===== src/rtl/dtree_pkg.sv =====
// Shared types and sizing helpers for the multi-channel decision-tree classifier.
// Node word layout (MSB..LSB): {leaf, class, coeff[FEATURES-1:0], bias}.
package dtree_pkg;

  typedef enum logic [2:0] {
    S_IDLE,
    S_READ,
    S_MAC,
    S_DECIDE,
    S_OUT
  } state_e;

  function automatic int nodes_f(input int max_depth);
    return (1 << max_depth) - 1;
  endfunction

  function automatic int node_w_f(input int features, input int coeff_w, input int bias_w,
                                  input int class_w);
    return 1 + class_w + features * coeff_w + bias_w;
  endfunction

  function automatic int coeff_lsb_f(input int idx, input int coeff_w, input int bias_w);
    return bias_w + idx * coeff_w;
  endfunction

  function automatic int class_lsb_f(input int features, input int coeff_w, input int bias_w);
    return bias_w + features * coeff_w;
  endfunction

  function automatic int leaf_bit_f(input int features, input int coeff_w, input int bias_w,
                                    input int class_w);
    return bias_w + features * coeff_w + class_w;
  endfunction

  // Full-precision accumulator: bias plus FEATURES products can never overflow.
  function automatic int acc_w_f(input int in_w, input int coeff_w, input int features);
    return in_w + coeff_w + $clog2(features) + 1;
  endfunction

endpackage


===== src/rtl/dtree_node_mac.sv =====
// Node accumulator: load scaled bias plus first product, then one signed product per cycle.
// acc_neg_o reflects the registered accumulator sign.
module dtree_node_mac
  import dtree_pkg::*;
#(
  parameter int IN_WIDTH    = 10,
  parameter int COEFF_WIDTH = 4,
  parameter int BIAS_WIDTH  = 4,
  parameter int ACC_W       = 17
) (
  input  logic                          clk_i,
  input  logic                          rst_ni,
  input  logic                          en_i,
  input  logic                          load_i,
  input  logic signed [BIAS_WIDTH-1:0]  bias_i,
  input  logic signed [COEFF_WIDTH-1:0] coeff_i,
  input  logic signed [IN_WIDTH-1:0]    feat_i,
  output logic                          acc_neg_o
);

  logic signed [ACC_W-1:0] acc_q, acc_d, prod, base;

  always_comb begin
    prod  = ACC_W'(coeff_i) * ACC_W'(feat_i);
    base  = ACC_W'(bias_i) <<< (COEFF_WIDTH - 1);
    acc_d = acc_q;
    if (en_i) acc_d = (load_i ? base : acc_q) + prod;
  end

  always_ff @(posedge clk_i or negedge rst_ni) begin
    if (!rst_ni) acc_q <= '0;
    else         acc_q <= acc_d;
  end

  assign acc_neg_o = acc_q[ACC_W-1];

endmodule


===== src/rtl/memory_model.sv =====
// Simple dual-port node memory: one write port, one registered read port.
// Read data holds its value while re_i is low; contents are never reset.
module memory_model #(
  parameter int DW    = 8,
  parameter int DEPTH = 16,
  parameter int AW    = $clog2(DEPTH)
) (
  input  logic          clk_i,
  input  logic          we_i,
  input  logic [AW-1:0] waddr_i,
  input  logic [DW-1:0] wdata_i,
  input  logic          re_i,
  input  logic [AW-1:0] raddr_i,
  output logic [DW-1:0] rdata_o
);

  logic [DW-1:0] mem_q [DEPTH];

  always_ff @(posedge clk_i) begin
    if (we_i) mem_q[waddr_i] <= wdata_i;
    if (re_i) rdata_o <= mem_q[raddr_i];
  end

endmodule


===== src/rtl/dtree_mc_classifier.sv =====
// Multi-channel decision-tree spike classifier, one sample in flight, ready/valid output.
// Define DTREE_PATH_OUT_EN to add out_path_o carrying the branch bits of the walk.
module dtree_mc_classifier
  import dtree_pkg::*;
#(
  parameter int FEATURES      = 3,
  parameter int IN_WIDTH      = 10,
  parameter int COEFF_WIDTH   = 4,
  parameter int BIAS_WIDTH    = 4,
  parameter int MAX_DEPTH     = 4,
  parameter int CHANNEL_COUNT = 4,
  parameter int CLASS_WIDTH   = 3,
  localparam int NODES   = nodes_f(MAX_DEPTH),
  localparam int NODE_W  = node_w_f(FEATURES, COEFF_WIDTH, BIAS_WIDTH, CLASS_WIDTH),
  localparam int CH_W    = $clog2(CHANNEL_COUNT),
  localparam int NODE_IW = $clog2(NODES),
  localparam int DEPTH_W = $clog2(MAX_DEPTH + 1)
) (
  input  logic                         clk_i,
  input  logic                         rst_ni,
  input  logic                         cfg_we_i,
  output logic                         cfg_ready_o,
  input  logic [CH_W-1:0]              cfg_ch_i,
  input  logic [NODE_IW-1:0]           cfg_node_i,
  input  logic [NODE_W-1:0]            cfg_data_i,
  input  logic                         in_valid_i,
  output logic                         in_ready_o,
  input  logic [CH_W-1:0]              in_ch_i,
  input  logic [FEATURES*IN_WIDTH-1:0] in_feat_i,
  output logic                         out_valid_o,
  input  logic                         out_ready_i,
  output logic [CH_W-1:0]              out_ch_o,
  output logic [CLASS_WIDTH-1:0]       out_class_o,
  output logic [DEPTH_W-1:0]           out_depth_o,
`ifdef DTREE_PATH_OUT_EN
  output logic [MAX_DEPTH-1:0]         out_path_o,
`endif
  output logic                         out_err_o
);

  localparam int ACC_W     = acc_w_f(IN_WIDTH, COEFF_WIDTH, FEATURES);
  localparam int ADDR_W    = $clog2(CHANNEL_COUNT * NODES);
  localparam int IDX_W     = (FEATURES > 1) ? $clog2(FEATURES) : 1;
  localparam int CLASS_LSB = class_lsb_f(FEATURES, COEFF_WIDTH, BIAS_WIDTH);
  localparam int LEAF_BIT  = leaf_bit_f(FEATURES, COEFF_WIDTH, BIAS_WIDTH, CLASS_WIDTH);

  state_e                        state_q;
  logic [CH_W-1:0]               ch_q;
  logic [FEATURES*IN_WIDTH-1:0]  feat_q;
  logic [NODE_IW-1:0]            node_q;
  logic [DEPTH_W-1:0]            depth_q;
  logic [IDX_W-1:0]              idx_q;
  logic [CLASS_WIDTH-1:0]        class_q;
  logic                          err_q, out_valid_q;
  logic [CHANNEL_COUNT-1:0]      armed_q, arm_now;

  logic                          cfg_wr, accept, is_leaf, last_level, acc_neg;
  logic [ADDR_W-1:0]             wr_addr, rd_addr;
  logic [NODE_W-1:0]             node_dat;
  logic signed [COEFF_WIDTH-1:0] coeff_sel;
  logic signed [IN_WIDTH-1:0]    feat_sel;
  logic signed [BIAS_WIDTH-1:0]  bias_sel;

  assign cfg_wr     = cfg_we_i && (state_q == S_IDLE) && (int'(cfg_node_i) < NODES);
  assign arm_now    = (cfg_wr && cfg_node_i == '0) ? (CHANNEL_COUNT'(1) << cfg_ch_i) : '0;
  assign accept     = in_valid_i && (state_q == S_IDLE);
  assign wr_addr    = ADDR_W'(cfg_ch_i) * ADDR_W'(NODES) + ADDR_W'(cfg_node_i);
  assign rd_addr    = ADDR_W'(ch_q) * ADDR_W'(NODES) + ADDR_W'(node_q);
  assign is_leaf    = node_dat[LEAF_BIT];
  assign last_level = (depth_q == DEPTH_W'(MAX_DEPTH - 1));
  assign coeff_sel  = node_dat[coeff_lsb_f(int'(idx_q), COEFF_WIDTH, BIAS_WIDTH) +: COEFF_WIDTH];
  assign feat_sel   = feat_q[int'(idx_q)*IN_WIDTH +: IN_WIDTH];
  assign bias_sel   = node_dat[BIAS_WIDTH-1:0];

  memory_model #(.DW(NODE_W), .DEPTH(CHANNEL_COUNT * NODES), .AW(ADDR_W)) u_mem (
    .clk_i   (clk_i),
    .we_i    (cfg_wr),
    .waddr_i (wr_addr),
    .wdata_i (cfg_data_i),
    .re_i    (state_q == S_READ),
    .raddr_i (rd_addr),
    .rdata_o (node_dat)
  );

  dtree_node_mac #(
    .IN_WIDTH(IN_WIDTH), .COEFF_WIDTH(COEFF_WIDTH), .BIAS_WIDTH(BIAS_WIDTH), .ACC_W(ACC_W)
  ) u_mac (
    .clk_i     (clk_i),
    .rst_ni    (rst_ni),
    .en_i      ((state_q == S_MAC) && !is_leaf),
    .load_i    (idx_q == '0),
    .bias_i    (bias_sel),
    .coeff_i   (coeff_sel),
    .feat_i    (feat_sel),
    .acc_neg_o (acc_neg)
  );

  always_ff @(posedge clk_i or negedge rst_ni) begin
    if (!rst_ni) begin
      state_q     <= S_IDLE;
      ch_q        <= '0;
      feat_q      <= '0;
      node_q      <= '0;
      depth_q     <= '0;
      idx_q       <= '0;
      class_q     <= '0;
      err_q       <= 1'b0;
      out_valid_q <= 1'b0;
      armed_q     <= '0;
    end else begin
      armed_q <= armed_q | arm_now;
      case (state_q)
        S_IDLE: if (accept) begin
          ch_q    <= in_ch_i;
          feat_q  <= in_feat_i;
          node_q  <= '0;
          depth_q <= '0;
          idx_q   <= '0;
          class_q <= '0;
          // A same-cycle write to node 0 arms the channel for this very sample.
          err_q   <= !(armed_q[in_ch_i] || arm_now[in_ch_i]);
          state_q <= S_READ;
        end
        S_READ: begin
          if (err_q) begin
            out_valid_q <= 1'b1;
            state_q     <= S_OUT;
          end else begin
            state_q <= S_MAC;
          end
        end
        S_MAC: begin
          if (is_leaf) begin
            class_q     <= node_dat[CLASS_LSB +: CLASS_WIDTH];
            out_valid_q <= 1'b1;
            state_q     <= S_OUT;
          end else if (idx_q == IDX_W'(FEATURES - 1)) begin
            idx_q   <= '0;
            state_q <= S_DECIDE;
          end else begin
            idx_q <= idx_q + IDX_W'(1);
          end
        end
        S_DECIDE: begin
          if (last_level) begin
            class_q     <= '0;
            err_q       <= 1'b1;
            out_valid_q <= 1'b1;
            state_q     <= S_OUT;
          end else begin
            node_q  <= (node_q << 1) + (acc_neg ? NODE_IW'(1) : NODE_IW'(2));
            depth_q <= depth_q + DEPTH_W'(1);
            state_q <= S_READ;
          end
        end
        S_OUT: if (out_ready_i) begin
          out_valid_q <= 1'b0;
          state_q     <= S_IDLE;
        end
        default: state_q <= S_IDLE;
      endcase
    end
  end

`ifdef DTREE_PATH_OUT_EN
  logic [MAX_DEPTH-1:0] path_q;

  always_ff @(posedge clk_i or negedge rst_ni) begin
    if (!rst_ni)                                      path_q <= '0;
    else if (accept)                                  path_q <= '0;
    else if ((state_q == S_DECIDE) && !last_level)    path_q[depth_q] <= !acc_neg;
  end

  assign out_path_o = path_q;
`endif

  assign cfg_ready_o = (state_q == S_IDLE);
  assign in_ready_o  = (state_q == S_IDLE);
  assign out_valid_o = out_valid_q;
  assign out_ch_o    = ch_q;
  assign out_class_o = class_q;
  assign out_depth_o = depth_q;
  assign out_err_o   = err_q;

endmodule


===== config.mk =====
export PLATFORM = sky130hd
export DESIGN_NAME = dtree_mc_classifier
export DESIGN_NICKNAME = d
export VERILOG_FILES = /design/src/rtl/dtree_pkg.sv /design/src/rtl/dtree_node_mac.sv /design/src/rtl/memory_model.sv /design/src/rtl/dtree_mc_classifier.sv
export SDC_FILE = /design/constraint.sdc
export NUM_CORES = 1
export LEC_CHECK = 0
export BUFFER_PORTS_ARGS = -buffer_cell sky130_fd_sc_hd__buf_4
export CORE_AREA = 8 8 294 296
export CTS_BUF_LIST = sky130_fd_sc_hd__clkbuf_4
export DETAILED_ROUTE_END_ITERATION = 8
export DIE_AREA = 0 0 302 304
export PLACE_DENSITY = 0.82
export SYNTH_ARGS = -nofsm -noshare
export SYNTH_HDL_FRONTEND = slang
export SYNTH_HIERARCHICAL = 1
export SYNTH_SLANG_ARGS = --single-unit

===== constraint.sdc =====
create_clock -name clk_i -period 5.9 [get_ports clk_i]
set_input_delay 0.885 -clock clk_i [delete_from_list [all_inputs] [get_ports clk_i]]
set_output_delay 0.885 -clock clk_i [all_outputs]
set_load 0.01 [all_outputs]

==> results of run 1 <==
## per-stage QoR
stage | hold WS [ns] | util [%] | setup WS (ns) | cells | cell area, sq um
2_1_floorplan | 0.417 | - | 1.43 | 2705 | 52800
3_3_place_gp | 0.436 | 67.3 | 0.868 | 3802 | 54900
3_5_place_dp | 0.447 | 67.3 | 0.735 | 3802 | 54900
4_1_cts | 0.0234 | 72.3 | 0.723 | 4379 | 59000
5_1_grt | 0.110 | 72.3 | 0.328 | 4386 | 59000
6_report | 0.155 | 72.4 | 0.682 | 4392 | 59000
## layout by cell type, fill, tap and decap left out, types with 7 or more instances in the layout
cell type / n
a211o_1: 9
a21o_1: 8
a21oi_1: 27
a221oi_1: 36
a22o_1: 13
a22oi_1: 27
and2_1: 29
buf_4: 159
clkbuf_4: 461
clkinv_1: 68
dfrtp_1: 70
diode_2: 13
dlygate4sd3_1: 35
edfxtp_1: 1220
fa_1: 46
ha_1: 51
inv_1: 88
inv_2: 7
mux2_1: 7
mux2_2: 21
mux2i_1: 118
mux4_2: 294
nand2_1: 188
nand2b_1: 13
nand3_1: 15
nor2_1: 37
nor2_2: 58
nor2b_1: 9
o21ai_0: 64
o21ai_1: 9
o22ai_1: 10
xnor2_1: 10
## kinds of logic (layout without fill, tap and decap cells)
| kind of cell | Yosys count | count (layout) | share of synthesized area [%] |
|---|---|---|---|
| AO/OA/AOI/OAI | 242 | 242 | 3.17 |
| XOR/XNOR | 18 | 18 | 0.299 |
| adder cells (fa/ha/maj) | 99 | 99 | 3.00 |
| buffers and inverters | 229 | 833 | 2.06 |
| flip-flops | 1290 | 1290 | 72.7 |
| multiplexers | 440 | 440 | 15.4 |
| other | 0 | 13 | 0 |
| AND/OR/NAND/NOR | 387 | 387 | 3.33 |
## worst paths after layout
check                      cells after the start                  from  slack [ns]                           to
hold reg to reg                                1  armed_q[1]$_DFF_PN0_        0.46         armed_q[1]$_DFF_PN0_
setup / recovery                              15  idx_q[0]$_DFFE_PN0P_        0.68  u_mac/acc_q[16]$_DFFE_PN0P_
max in group asynchronous                      2                rst_ni        4.80  u_mac/acc_q[15]$_DFFE_PN0P_
setup reg to reg                              15  idx_q[0]$_DFFE_PN0P_        0.68  u_mac/acc_q[16]$_DFFE_PN0P_
hold / removal                                 4         cfg_node_i[0]        0.15         armed_q[2]$_DFF_PN0_
min in group asynchronous                      2                rst_ni        0.42   out_depth_o[2]$_DFFE_PN0P_
## worst max-delay path: cells and delay by family (launching register included)
kind	cells	cell delay, ns
buffers and inverters	1	0.19
adder cells (fa/ha/maj)	4	2.07
AO/OA/AOI/OAI	5	1.01
flip-flops	1	0.70
XOR/XNOR	1	0.16
AND/OR/NAND/NOR	4	0.93
## sequential cells by signal, summed over array words and instances (netlist names), 3 cells and up
register,count
u_mem/mem_q,1200
out_depth_o,3
armed_q,4
state_q,3
node_q,4
u_mac/acc_q,17
u_mem/rdata_o,20
out_class_o,3
feat_q,30
## layout make-up
cell class	instances	share of cell area (%)
Antenna cell	13	0.0551
Inverter	91	0.583
Tap cell	1070	2.27
Clock buffer	461	5.86
Multi-Input combinational cell	1186	22.9
Timing Repair Buffer	200	2.82
Sequential cell	1290	65.0
Clock inverter	81	0.540
## cell usage after synthesis, types with 6 or more instances
cell      instances  share of area [%]
a21oi_1          27               0.26
fa_1             46                1.7
buf_2            40               0.38
a22oi_1          27               0.38
nand3_1          15               0.14
clkbuf_1         47               0.33
mux2_1            7               0.15
mux2i_1         118                2.2
buf_1            14               0.10
dfrtp_1          70                3.3
nor2_1           95               0.68
ha_1             53                1.3
mux4_2          294                 13
a211o_1           9               0.15
mux2_2           21               0.45
nand2_1         188                1.3
edfxtp_1       1220                 69
buf_4            25               0.36
nor3_1            8              0.076
a21o_1            8               0.11
inv_1            89               0.63
o311ai_0          6               0.10
xnor2_1          12               0.20
nor2b_1          10               0.12
o22ai_1          10               0.12
buf_6            11               0.23
a22o_1           13               0.22
xor2_1            6               0.10
nand2b_1         13               0.15
o21ai_1           9              0.085
and2_1           29               0.34
a221oi_1         36               0.60
o21ai_0          64               0.61
## layer usage
metal	part of all wire, %	vias up
li1	-	11837
met1	36	14288
met2	49	1760
met3	11	372
met4	4.6	2
met5	0.0074	-
==> results.tsv, run 1 <==
metric	value	unit
run status	finished, final reports clean	
upper clock frequency limit	0.192	GHz
global-route wire length before repair	183000	um
Hold Fails Final Rpt	0	
GRT Util Overall	27.0	%
initial antenna violation count	5	
io pins	75	
number of enable flip-flop cells after synthesis	1220	
unrepaired setup endpoints after global routing	no	
Max Cap Viol	0	
worst skew pair latency	1.20	ns
Critical Path RT	6.83	ns
Slew @ Worst Pin	1.43	ns
post-synth cell types	68	
Crit path largest cell delay	0.70	ns
Storage cell area	0.0384	sq mm
height of the die	304	um
met2 global-route usage	43.3	%
Port Buf Inserts	74	
Final setup viols	0	
clock-pin slew on the worst setup and hold paths	0.06	ns
DR WL/cell	27.8	um
clock skew	0.101	ns
HPWL after DPL	72200	um
hold buffers post-CTS	35	
post-synthesis sequential area ratio	72.7	%
GR met3 Demand/Resource	6.51	%
Mapped Area	0.0528	sq mm
ANT nets after route	0	
Tmin final	5.22	ns
TritonCTS clock tree	built	
Multi-input gate area	0.0135	sq mm
share of layout cells above drive strength 1	31.4	%
Top cell by count, worst path	fa_1	
Crit-path slowest cell	dfrtp_1	
slew margin rel.	4.30	%
Post-synth ARST share	5.43	%
Via-to-Cell Ratio	6.43	
Core Region	0.0816	sq mm
Worst Path Max Fanout	17	
setup tns final	0	ns
Starting Density	64.7	%
grt met1 use	35.0	%
Pre-antenna DRT Iters	6	
Num CTS Buffers	326	
GRT overflow	0	
Area Growth Syn to Fin	11.9	%
cells along the critical path	inv_1 -> nor2_1 -> nand2_1 -> o21ai_0 -> nand2_1 -> fa_1 -> fa_1 -> fa_1 -> fa_1 -> nand2b_1 -> a21oi_1 -> o21ai_1 -> o31a_1 -> xnor2_1 -> a21oi_1	
WP data arrival	6.15	ns
Clock Tree Buf Depth	4	
CTS resizes	0	
Synth Register Bits	1290	
Warnings, synthesis	6	
min-delay worst type	in2reg	
Setup crit end kind	flop	
setup bufs post-CTS	0	
htree depth	5	
Slew Limit Fails	0	
nature of the critical path startpoint	flop	
Syn Inst Count	2705	
Synth Net Count	2867	
vias in the first global route	29897	
fin crit share	88.4	%
NumNets Final	3257	
pin count of the biggest net entering global routing	78	
TritonCTS Sinks	1290	
site row count	105	
Vias	28259	
Main synth FF type	edfxtp_1	
fill count	4691	
width of the die	302	um
Placer Congestion	0.986	
syn avg cell area	19.5	sq um
DR DRC count	0	
1st-iter DRT viols	3466	
DRT Wirelength	122000	um
Root Buffer	clkbuf_4	
critical path class	reg2reg	
die area	0.0918	sq mm
layer with the highest usage	met2	
Power of run 1 is left out: the tool's default activity adds up to more than one toggle a clock period on the data nets, which glitch-free logic cannot reach.
==> inputs of run 2 (changes only) <==
--- a/config.mk
+++ b/config.mk
@@ -10,7 +10,7 @@
 export CTS_BUF_LIST = sky130_fd_sc_hd__clkbuf_4
 export DETAILED_ROUTE_END_ITERATION = 8
 export DIE_AREA = 0 0 302 304
-export PLACE_DENSITY = 0.82
+export PLACE_DENSITY = 0.78
 export SYNTH_ARGS = -nofsm -noshare
 export SYNTH_HDL_FRONTEND = slang
 export SYNTH_HIERARCHICAL = 1
==> results.tsv, run 2 (synthesis gave the netlist of run 1 again) <==
metric	value	unit	change
cells along the critical path	inv_1 -> nor2_1 -> nand2_1 -> o21ai_0 -> nand2_1 -> fa_1 -> fa_1 -> fa_1 -> fa_1 -> nand2b_1 -> a21oi_1 -> o21ai_1 -> a21oi_1 -> mux2_2 -> o221ai_1		
nature of the critical path startpoint	flop		
hold path cells	4		unchanged
slew margin rel.	11.9	%	+7.6 points
DRT Wirelength	122000	um	-0.17%
global-route wire length before repair	182000	um	-0.18%
Pre-antenna DRT Iters	8		+2
Port Buf Inserts	74		unchanged
Max Cap Viol	0		unchanged
Starting Density	64.7	%	unchanged
Top cell by count, worst path	fa_1		
Core Region	0.0816	sq mm	unchanged
CTS resizes	0		unchanged
largest registers	u_mem/mem_q x1200, feat_q x30, u_mem/rdata_o x20		
Crit-path slowest cell	dfrtp_1		
Critical Path RT	6.87	ns	+0.04 ns
worst skew pair latency	1.15	ns	-0.05 ns
Slew @ Worst Pin	1.31	ns	-0.120 ns
Via-to-Cell Ratio	6.45		+0.31%
Reg with most FFs	u_mem/mem_q		
pin count of the biggest net entering global routing	92		+18%
run status	finished, final reports clean		
Num CTS Buffers	334		+2.5%
upper clock frequency limit	0.191	GHz	-0.15%
width of the die	302	um	unchanged
setup tns final	0	ns	unchanged
clock skew	0.121	ns	+0.0198 ns
Vias	28140		-0.42%
min-delay src	in_valid_i		
reg2reg path depth	15		unchanged
GRT overflow	0		unchanged
min-delay worst type	in2reg		
setup bufs post-CTS	0		unchanged
clock-pin slew on the worst setup and hold paths	0.06	ns	about the same
fin crit share	88.6	%	+0.13 points
Final setup viols	0		unchanged
Worst Hold Path EP	out_ch_o[0]$_DFFE_PN0P_		
WP data arrival	6.20	ns	+0.05 ns
Placer Congestion	0.916		-7.1%
HPWL after DPL	71700	um	-0.78%
TritonCTS clock tree	built		
Tmin final	5.23	ns	+0.00784 ns
Clock Tree Buf Depth	4		unchanged
NumNets Final	3263		+0.18%
htree depth	5		unchanged
DR DRC count	0		unchanged
Slew Limit Fails	0		unchanged
height of the die	304	um	unchanged
Hold Fails Final Rpt	0		unchanged
Worst Path Max Fanout	17		unchanged
io pins	75		unchanged
FF-to-FF End	u_mac/acc_q[14]$_DFFE_PN0P_		
die area	0.0918	sq mm	unchanged
critical path class	reg2reg		
site row count	105		unchanged
Reg2Reg Setup Slack	0.67	ns	about the same
Root Buffer	clkbuf_4		
ANT nets after route	0		unchanged
GRT Util Overall	26.9	%	-0.18 points
vias in the first global route	29664		-0.78%
worst flop-to-flop path startpoint	idx_q[0]$_DFFE_PN0P_		
unrepaired setup endpoints after global routing	no		
most frequent cells in the layout	1220 x edfxtp_1, 464 x clkbuf_4, 294 x mux4_2		
Setup crit end kind	flop		
initial antenna violation count	2		-3
max reg flops	1200		unchanged
share of layout cells above drive strength 1	31.8	%	+0.36 points
Area Growth Syn to Fin	12.0	%	
most common cell after layout, fill and taps aside	edfxtp_1		
DR WL/cell	28.0	um	+0.56%
Crit path largest cell delay	0.70	ns	about the same
1st-iter DRT viols	3130		-9.7%
fill count	4785		+2.0%
TritonCTS Sinks	1290		unchanged
run 2: cell types whose count changed in the layout (fill, tap and decap cells not counted), moves of 3 or more:
| cell | delta |
|---|---|
| clkbuf_4 | +3 |
| bufinv_16 | +4 |
| nor2_2 | -3 |
| buf_12 | +5 |
| nor2_4 | +3 |
| clkinv_1 | -27 |
| buf_4 | -7 |
| diode_2 | -10 |
run 2: critical path, delay by kind of cell (launching register included):
family	cells	cell delay [ns]
mux	1	0.36
compound gates	5	0.89
flops	1	0.70
buf+inv	1	0.17
fa+ha+maj	4	2.06
simple gates	4	0.95
run 2: per-stage QoR:
| stage | instance area, sq um | utilization (%) | worst slack [ns] | hold slack, ns | cells |
|---|---|---|---|---|---|
| 6_report | 59100 | 72.5 | 0.674 | 0.224 | 4360 |
| 4_1_cts | 59100 | 72.5 | 0.680 | 0.0625 | 4357 |
| 5_1_grt | 59100 | 72.5 | 0.256 | 0.144 | 4359 |
| 3_5_place_dp | 54900 | 67.3 | 0.729 | 0.442 | 3800 |
| 3_3_place_gp | 54900 | 67.3 | 0.928 | 0.438 | 3800 |
| 2_1_floorplan | 52800 | - | 1.43 | 0.417 | 2705 |
run 2: cell type report:
cell class | instances | area, sq um | area share, %
clock buffer | 464 | 3480 | 5.89
multi-input combinational | 1186 | 13500 | 22.8
clock inverter | 58 | 343 | 0.580
inverter | 91 | 344 | 0.582
timing repair buffer | 198 | 1710 | 2.90
antenna | 3 | 7.51 | 0.0127
sequential | 1290 | 38400 | 64.9
tap | 1070 | 1340 | 2.26
run 2: metal layers:
layer  wire (um)  vias up  track usage, %  share of wire [%]
li1            -    11805               -                  -
met5           0        -               0                  0
met4        4890        0            11.7                4.0
met2       59000     1643            42.0                 48
met3       12500      306            6.65                 10
met1       45500    14386            36.3                 37
run 2: worst max path at each step:
stage / start / end / slack, ns / cells past startpoint
2_1_floorplan: idx_q[1]$_DFFE_PN0P_ / u_mac/acc_q[15]$_DFFE_PN0P_ / 1.43 / 17
3_3_place_gp: idx_q[0]$_DFFE_PN0P_ / u_mac/acc_q[15]$_DFFE_PN0P_ / 0.93 / 17
3_5_place_dp: idx_q[0]$_DFFE_PN0P_ / u_mac/acc_q[16]$_DFFE_PN0P_ / 0.73 / 17
4_1_cts: idx_q[0]$_DFFE_PN0P_ / u_mac/acc_q[16]$_DFFE_PN0P_ / 0.68 / 17
5_1_grt: idx_q[0]$_DFFE_PN0P_ / u_mac/acc_q[16]$_DFFE_PN0P_ / 0.26 / 17
6_report: idx_q[0]$_DFFE_PN0P_ / u_mac/acc_q[14]$_DFFE_PN0P_ / 0.67 / 15
run 2: timing repair:
item,CTS,global route
hold endpoints to repair,106,0
hold buffers,35,0
setup endpoints to repair,0,0
Power of run 2 is left out for the same reason.
